--- config.mk ---
export PLATFORM = sky130hd
export DESIGN_NAME = read_miss_issuer
export DESIGN_NICKNAME = d
export VERILOG_FILES = /design/src/rtl/read_miss_issuer_pkg.sv /design/src/rtl/miss_credit_counter.sv /design/src/rtl/read_miss_issuer.sv
export SDC_FILE = /design/constraint.sdc
export NUM_CORES = 1
export LEC_CHECK = 0
export ABC_AREA = 0
export ABC_CLOCK_PERIOD_IN_PS = 2200
export BUFFER_PORTS_ARGS = -buffer_cell sky130_fd_sc_hd__buf_2
export CORE_MARGIN = 8
export CORE_UTILIZATION = 39
export DETAILED_ROUTE_END_ITERATION = 7
export GPL_TIMING_DRIVEN = 1
export PLACE_DENSITY = 0.74
export RECOVER_POWER = 25
export REMOVE_ABC_BUFFERS = 1
export SLEW_MARGIN = 20
export SYNTH_ARGS = -nofsm -noshare
export SYNTH_HDL_FRONTEND = slang
export SYNTH_SLANG_ARGS = --single-unit
--- constraint.sdc ---
create_clock -name clk -period 2.2 [get_ports clk]
set_input_delay 0.33 -clock clk [delete_from_list [all_inputs] [get_ports clk]]
set_output_delay 0.33 -clock clk [all_outputs]
set_load 0.005 [all_outputs]
--- src/rtl/read_miss_issuer_pkg.sv ---
// Shared definitions for the read-miss path: default widths, issuer FSM
// states and the R_MISS_FIFO entry layout that the read-miss handler unpacks.
package read_miss_issuer_pkg;

  localparam int RMI_ADDR_WIDTH      = 32;
  localparam int RMI_TID_WIDTH       = 4;
  localparam int RMI_ID_WIDTH        = 4;
  localparam int RMI_MAX_OUTSTANDING = 8;

  typedef enum logic [0:0] {
    S_IDLE  = 1'b0,
    S_ISSUE = 1'b1
  } rmi_state_t;

  // FIFO entry at default widths: tid in the MSBs, addr in the LSBs.
  typedef struct packed {
    logic [RMI_TID_WIDTH-1:0]  tid;
    logic [RMI_ADDR_WIDTH-1:0] addr;
  } rmi_fifo_entry_t;

endpackage

--- src/rtl/miss_credit_counter.sv ---
// Outstanding-miss credit counter: +1 per issued miss, -1 per completion.
// Flags the limit so the issuer can stall, and latches a sticky error if a
// completion arrives while nothing is outstanding.
module miss_credit_counter #(
  parameter int MAX_OUTSTANDING = 8,
  parameter int CNT_WIDTH       = $clog2(MAX_OUTSTANDING + 1)
) (
  input  logic                 clk,
  input  logic                 rst,
  input  logic                 inc,
  input  logic                 dec,
  output logic [CNT_WIDTH-1:0] count,
  output logic                 at_limit,
  output logic                 err
);

  localparam logic [CNT_WIDTH-1:0] MaxCount = CNT_WIDTH'(MAX_OUTSTANDING);

  // Count register and sticky underflow flag; simultaneous inc/dec cancel.
  // NOTE: state uses non-blocking assignments so every flop samples the
  // pre-edge values, independent of block ordering in simulation.
  always_ff @(posedge clk) begin
    if (rst) begin
      count <= '0;
      err   <= 1'b0;
    end else begin
      unique case ({inc, dec})
        2'b10: count <= count + CNT_WIDTH'(1);
        2'b01: begin
          if (count != '0) count <= count - CNT_WIDTH'(1);
          else             err   <= 1'b1;
        end
        default: count <= count;
      endcase
    end
  end

  assign at_limit = (count == MaxCount);

endmodule

--- src/rtl/read_miss_issuer.sv ---
// Read-miss initiator: pushes {tid, addr} into R_MISS_FIFO, then issues the
// matching AR on the following cycle so the FIFO entry always precedes the
// request. In-flight misses are capped by a credit counter.
module read_miss_issuer
  import read_miss_issuer_pkg::*;
#(
  parameter int ADDR_WIDTH      = RMI_ADDR_WIDTH,
  parameter int TID_WIDTH       = RMI_TID_WIDTH,
  parameter int ID_WIDTH        = RMI_ID_WIDTH,
  parameter int MAX_OUTSTANDING = RMI_MAX_OUTSTANDING,
  parameter int CNT_WIDTH       = $clog2(MAX_OUTSTANDING + 1)
) (
  input  logic                          clk,
  input  logic                          rst,
  input  logic                          miss_valid_i,
  output logic                          miss_ready_o,
  input  logic [ADDR_WIDTH-1:0]         miss_addr_i,
  input  logic [TID_WIDTH-1:0]          miss_tid_i,
  output logic                          write_en_o,
  input  logic                          full_i,
  output logic [ADDR_WIDTH+TID_WIDTH-1:0] wdata_fifo_o,
  output logic                          arvalid_o,
  input  logic                          arready_i,
  output logic [ADDR_WIDTH-1:0]         araddr_o,
  output logic [ID_WIDTH-1:0]           arid_o,
  input  logic                          cpl_i,
  output logic [CNT_WIDTH-1:0]          outstanding_o,
  output logic                          err_o
);

  rmi_state_t            state_q, state_d;
  logic [ADDR_WIDTH-1:0] araddr_q;
  logic [ID_WIDTH-1:0]   arid_q;
  logic                  accept;
  logic                  ar_fire;
  logic                  at_limit;

  // Next-state and handshake decode; rst masks every strobe so a reset cycle
  // never pushes the FIFO or presents an AR.
  // NOTE: every signal gets a default before the case so no path leaves it
  // unassigned, which would otherwise infer a latch.
  always_comb begin
    state_d   = state_q;
    accept    = 1'b0;
    ar_fire   = 1'b0;
    arvalid_o = 1'b0;
    unique case (state_q)
      S_IDLE: begin
        if (!rst && miss_valid_i && !full_i && !at_limit) begin
          accept  = 1'b1;
          state_d = S_ISSUE;
        end
      end
      S_ISSUE: begin
        arvalid_o = !rst;
        if (!rst && arready_i) begin
          ar_fire = 1'b1;
          state_d = S_IDLE;
        end
      end
      default: state_d = S_IDLE;
    endcase
  end

  // State, captured AR address and rolling AR id.
  always_ff @(posedge clk) begin
    if (rst) begin
      state_q  <= S_IDLE;
      araddr_q <= '0;
      arid_q   <= '0;
    end else begin
      state_q <= state_d;
      if (accept)  araddr_q <= miss_addr_i;
      if (ar_fire) arid_q   <= arid_q + ID_WIDTH'(1);
    end
  end

  miss_credit_counter #(
    .MAX_OUTSTANDING (MAX_OUTSTANDING),
    .CNT_WIDTH       (CNT_WIDTH)
  ) u_credit (
    .clk      (clk),
    .rst      (rst),
    .inc      (accept),
    .dec      (cpl_i),
    .count    (outstanding_o),
    .at_limit (at_limit),
    .err      (err_o)
  );

  assign miss_ready_o = accept;
  assign write_en_o   = accept;
  assign wdata_fifo_o = accept ? {miss_tid_i, miss_addr_i} : '0;
  assign araddr_o     = araddr_q;
  assign arid_o       = arid_q;

endmodule

; After elaboration in Yosys (flattened, before gate mapping)
; Index checks and enable logic that the tools add are counted.
[word_totals]
reg_bits = 42
out_inout_bits = 80
[classes]
mux = 10
eq_ne = 4
n_reduce_logical = 11
bitwise = 2
n_addsub = 3
[op_table]
columns = operator, n
row1 = 36-bit 2-to-1 mux, 1
row2 = 4-bit by 1-bit adder with 4-bit output (second input constant), 2
row3 = 4-bit case mux with 2 select lines, 1
row4 = 1-bit 2-to-1 mux, 6
row5 = 4-bit == test (second input constant), 1
row6 = 1-bit logical AND, 4
row7 = 4-bit 2-to-1 mux, 1
row8 = 2-bit AND reduction, 2
row9 = 4-bit nonzero test, 1
row10 = 4-bit by 1-bit subtractor with 4-bit output (second input constant), 1
row11 = 1-bit logical NOT, 3
row12 = 2-bit by 1-bit == test with 1-bit output (second input constant), 1
row13 = 2-bit == test (second input constant), 1
row14 = 2-bit by 1-bit inequality test with 1-bit output (second input constant), 1
row15 = 1-bit inverter, 2
row16 = 1-bit case mux with 2 select lines, 1
row17 = 2-bit nonzero test, 1

; Depth between registers and ports, before layout
[depth]
word_depth = 9
mapped_depth = 10
mapped_depth_nobuf = 8

; Modules after synthesis
; Synthesis repeated with hierarchy kept, for this count alone.
[unflattened]
cells_unflattened = 240
area_unflattened_um2 = 1886.8
[by_module_without_submodules]
columns = module, seq_area_each_um2, instances, cells_per_inst, area_each_um2
row1 = read_miss_issuer, 740.7, 1, 205, 1581.5
row2 = miss_credit_counter, 100.1, 1, 35, 305.3

; Least setup slack after synthesis
; OpenSTA, ideal clock, no wires.
[synth_path]
path_type = in2reg
start = in rst
end = reg u_credit.count[2]
path_slack_ps = -109
setup_ps = 123
t_arrival_ps = 2185
n_path_buf = 2
cell_stages = 10
path_cell_list = buf_6 -> or4b_4 -> a21o_1 -> buf_6 -> nand2_1 -> xnor2_1 -> ha_1 -> nor4_1 -> a32oi_1 -> mux2_1
[synth_via]
elab_chain_len = 9
word_cells_on_any_way = 12
cone_classes = eq/ne: 3 / mux: 3 / reduce/logical: 6
[synth_rtl]
columns = item, line_no
row1 = start: declaration, read_miss_issuer.sv:14  ; input logic rst,
row2 = 1-bit logical NOT, read_miss_issuer.sv:49  ; if (!rst && miss_valid_i && !full_i && !at_limit) begin
row3 = 1-bit logical AND (3 in a row), read_miss_issuer.sv:49
row4 = 1-bit 2-to-1 mux, read_miss_issuer.sv:49
row5 = 1-bit 2-to-1 mux, read_miss_issuer.sv:47  ; unique case (state_q)
row6 = 2-bit by 1-bit == test with 1-bit output / 2-bit == test (equally long branches), miss_credit_counter.sv:27  ; unique case ({inc, dec})
row7 = 2-bit by 1-bit inequality test with 1-bit output (no source line) / 2-bit nonzero test (equally long branches), -
row8 = 2-bit AND reduction (no source line), -
row9 = end signal: assignment, miss_credit_counter.sv:28  ; 2'b10: count <= count + CNT_WIDTH'(1);
row10 = end signal: assignment, miss_credit_counter.sv:30  ; if (count != '0) count <= count - CNT_WIDTH'(1);
row11 = end signal: assignment, miss_credit_counter.sv:33  ; default: count <= count;
row12 = end: declaration, miss_credit_counter.sv:12  ; output logic [CNT_WIDTH-1:0] count,
; Parallel ways exist; a longest one is shown, timed or not.
; A chain may end at the register's enable or synchronous reset.

; Final worst setup path
[layout_path]
start = reg state_q
end = out wdata_fifo_o[27]
[layout_via]
elab_chain_len = 2
[layout_rtl]
columns = item, line_no
row1 = start: declaration, read_miss_issuer.sv:31  ; rmi_state_t state_q, state_d;
row2 = start signal: assignment, read_miss_issuer.sv:72  ; state_q <= state_d;
row3 = 1-bit 2-to-1 mux, read_miss_issuer.sv:47
row4 = 36-bit 2-to-1 mux, read_miss_issuer.sv:93  ; assign wdata_fifo_o = accept ? {miss_tid_i, miss_addr_i} : '0;
row5 = end: declaration, read_miss_issuer.sv:21  ; output logic [ADDR_WIDTH+TID_WIDTH-1:0] wdata_fifo_o,
; No other way between the ends.

==> results_dict.tcl <==
set metrics [dict create \
    status "finished with violations" \
    violations "setup timing" \
    crit_family "buffers and inverters" \
    start_kind "flip-flop" \
    vias_per_cell 4.55 \
    cts_tree "built" \
    slew_violations 0 \
    r2r_slack_ns 0.03 \
    grtUsageTotal_pct 15.4 \
    hold_path_end "state_q" \
    first_pass_iters 4 \
    reg2reg_depth 9 \
    cts_buffers 5 \
    synth_area_leaders "dfxtp_1 (42%), a21oi_2 (11%), nand2_1 (7.9%), nand2_2 (7.8%), inv_1 (6.6%)" \
    synthArstFlopShare_pct 0 \
    leakagePower_nw 1.79 \
    htree_levels 2 \
    worst_slack_ns -0.0565 \
    grt_max_degree 46 \
    skew_ns 0.00602 \
    io_buffers 121 \
    worstPathArrival_ns 1.93 \
    hold_depth 2 \
    power_density_nw_per_um2 583 \
    cp_num_buf_inv 6 \
    cp.required_ns 1.87 \
    finalSetupViolCount 23 \
    core_sq_um 5040 \
    cp_num_cells 9 \
    io_pins 122 \
    yosys.area.top_type "dfxtp_1" \
    wl_per_cell_microns 13.5 \
    ir_drop_mv 0.309 \
    initial_utilization_pct 39.7 \
    overflow 0 \
    num_vias 2098 \
    die_h_microns 87.7 \
    place_hpwl_mm 4.13 \
    netlist_instances 240 \
    crit_slowest_cell "or4b_4" \
    dieWidth_microns 87.7 \
    clk_latency_ns 0.29 \
    postLayoutCoreUtil_pct 63.8 \
    multi_input_area_sq_um 973 \
    num_rows 26 \
    area_delta_synth_final_pct 60.5 \
    worstHoldStart "arready_i" \
    synth.avg_cell_area_sq_um 8.35 \
    antenna_found_initial 0 \
    hold_violations 0 \
    synth-main-ff-cell "dfxtp_1" \
    slowest_delay_ns 0.48 \
    synth_cell_types 36 \
    worst_setup_path_end_kind "output pin" \
    cts.path.max_buffers 2 \
    ys_ff_latch 42 \
    slew_headroom_pct 59.6 \
    wirelength_mm 6.24 \
    first_global_vias 2085 \
    clock_sinks 42 \
    ys_seq_area_share_pct 42.0 \
    path_common_cell "buf_12" \
    path_max_fanout 8 \
    period_share_pct 103 \
    whs_ns 0.273 \
    ant_nets 0 \
    route.detailed.drc 0 \
    rsz0062_at_grt "yes" \
    crit_type "flip-flop to output pin" \
    die_area_sq_um 7690 \
    synth_edf_count 0 \
    period_needed_ns 2.26 \
    final-seq-area_sq_um 842 \
    synthesis.area_sq_um 2000 \
    synth_top_area_share_pct 42.0 \
    min_path_type "input port to flip-flop" \
    synth_commonest_cells "dfxtp_1 (42), nand2_1 (42), inv_1 (35)" \
    drive_gt1_share_pct 58.6 \
    yosys_warnings 0 \
    max_cap_viol_count 0 \
    r2r-end "u_credit.count[2]" \
    place.gp.congestion 0.754 \
    max_freq_ghz 0.443 \
    n_fill_cell 464 \
    r2r_start "state_q" \
    finalPower_w 0.00187 \
    num_antenna_cells 0 \
    crit_chain "or4b_4 -> a21o_1 -> buf_6 -> clkinv_8 -> buf_12 -> buf_12 -> nand2_2 -> inv_1 -> buf_2" \
    clk_pin_slew_worst_paths_ns 0.08 \
    drtIter0Drc 45 \
    worst_pin_slew_ns 0.607 \
    layout.nets 434 \
    postCtsHoldBufs 0 \
    clock_tree.root_cell "clkbuf_8" \
    grt_pass1_wl_mm 9.33 \
]
==> worst register-to-register path: cells and delay by family, from the launching register on <==
kind / cells / cell delay (ns)
AND/OR/NAND/NOR: 3 / 0.77
flip-flops: 1 / 0.32
multiplexers: 1 / 0.31
AO/OA/AOI/OAI: 2 / 0.28
adder cells (fa/ha/maj): 1 / 0.17
buffers and inverters: 1 / 0.13
XOR/XNOR: 1 / 0.06
==> state kept, by name, indices dropped and copies added, names as in the netlist <==
register        count
state_q             1
arid_o              4
araddr_o           32
u_credit.count      4
u_credit.err        1
==> logic make-up after synthesis <==
logic type      after synthesis  synth area share (%)
compound gates               43                  16.6
xor+xnor                      3                  1.31
fa+ha+maj                     2                  1.25
buf+inv                      53                  13.7
flops                        42                  42.0
mux                           4                  2.19
simple gates                 93                  23.0
==> metrics by stage <==
step,worst slack (ns),setup TNS (ns),area [sq um],std cells
final,-0.0565,-0.810,3220,461
after global placement,0.00633,0,2730,433
after detailed placement,-0.0181,-0.0181,2730,433
after global routing,-0.131,-2.76,3220,461
after CTS,-0.0661,-0.706,3030,453
after floorplan,-0.403,-7.28,1870,223
==> report_power, final <==
part	total [W]	switching (W)	internal, W
Sequential	0.000841	0.0000281	0.000813
Combinational	0.000528	0.000265	0.000264
Clock	0.000504	0.000251	0.000253
==> routing by layer <==
| metal | share of wire [%] | up-vias | track usage [%] |
|---|---|---|---|
| li1 | - | 1045 | - |
| met1 | 38 | 951 | 16.1 |
| met2 | 50 | 90 | 26.9 |
| met3 | 10 | 12 | 6.38 |
| met4 | 1.9 | 0 | 5.63 |
| met5 | 0 | - | 0 |
==> worst max path at each step <==
stage / startpoint / to
2_1_floorplan: u_credit.count[1] / u_credit.count[0]
3_3_place_gp: rst / u_credit.count[2]
3_5_place_dp: rst / u_credit.count[2]
4_1_cts: state_q / wdata_fifo_o[17]
5_1_grt: state_q / wdata_fifo_o[27]
6_report: state_q / wdata_fifo_o[27]
==> final cells by class <==
| type | count | share of cell area, % |
|---|---|---|
| tap | 70 | 2.72 |
| clock buffer | 7 | 2.68 |
| clock inverter | 1 | 0.156 |
| inverter | 36 | 4.59 |
| multi-input combinational | 145 | 30.3 |
| timing repair buffer | 160 | 33.4 |
| sequential | 42 | 26.2 |
==> repair_timing <==
item | CTS | global route
pin swaps | 6 | 9
setup endpoints to repair | 36 | 37
gates resized for setup | 25 | 30
setup buffers | 11 | 7
cloned | 1 | 1
==> placed cells by master (no fill, tap or decap), types with 2 or more instances in the layout <==
master,count
buf_6,15
xor2_1,2
nand2b_1,3
clkbuf_1,14
nand3_1,3
nand2_4,14
dfxtp_1,41
inv_2,14
buf_2,94
buf_4,31
o21ai_0,2
nand2_2,16
a21oi_2,25
inv_1,21
and2_1,4
mux2_2,2
buf_12,5
clkbuf_8,6
nand2_1,37
nor2_1,8
nor3_1,2
nor2b_1,2
a21oi_1,9
o41ai_1,2
(Power assumes the default switching activity.)
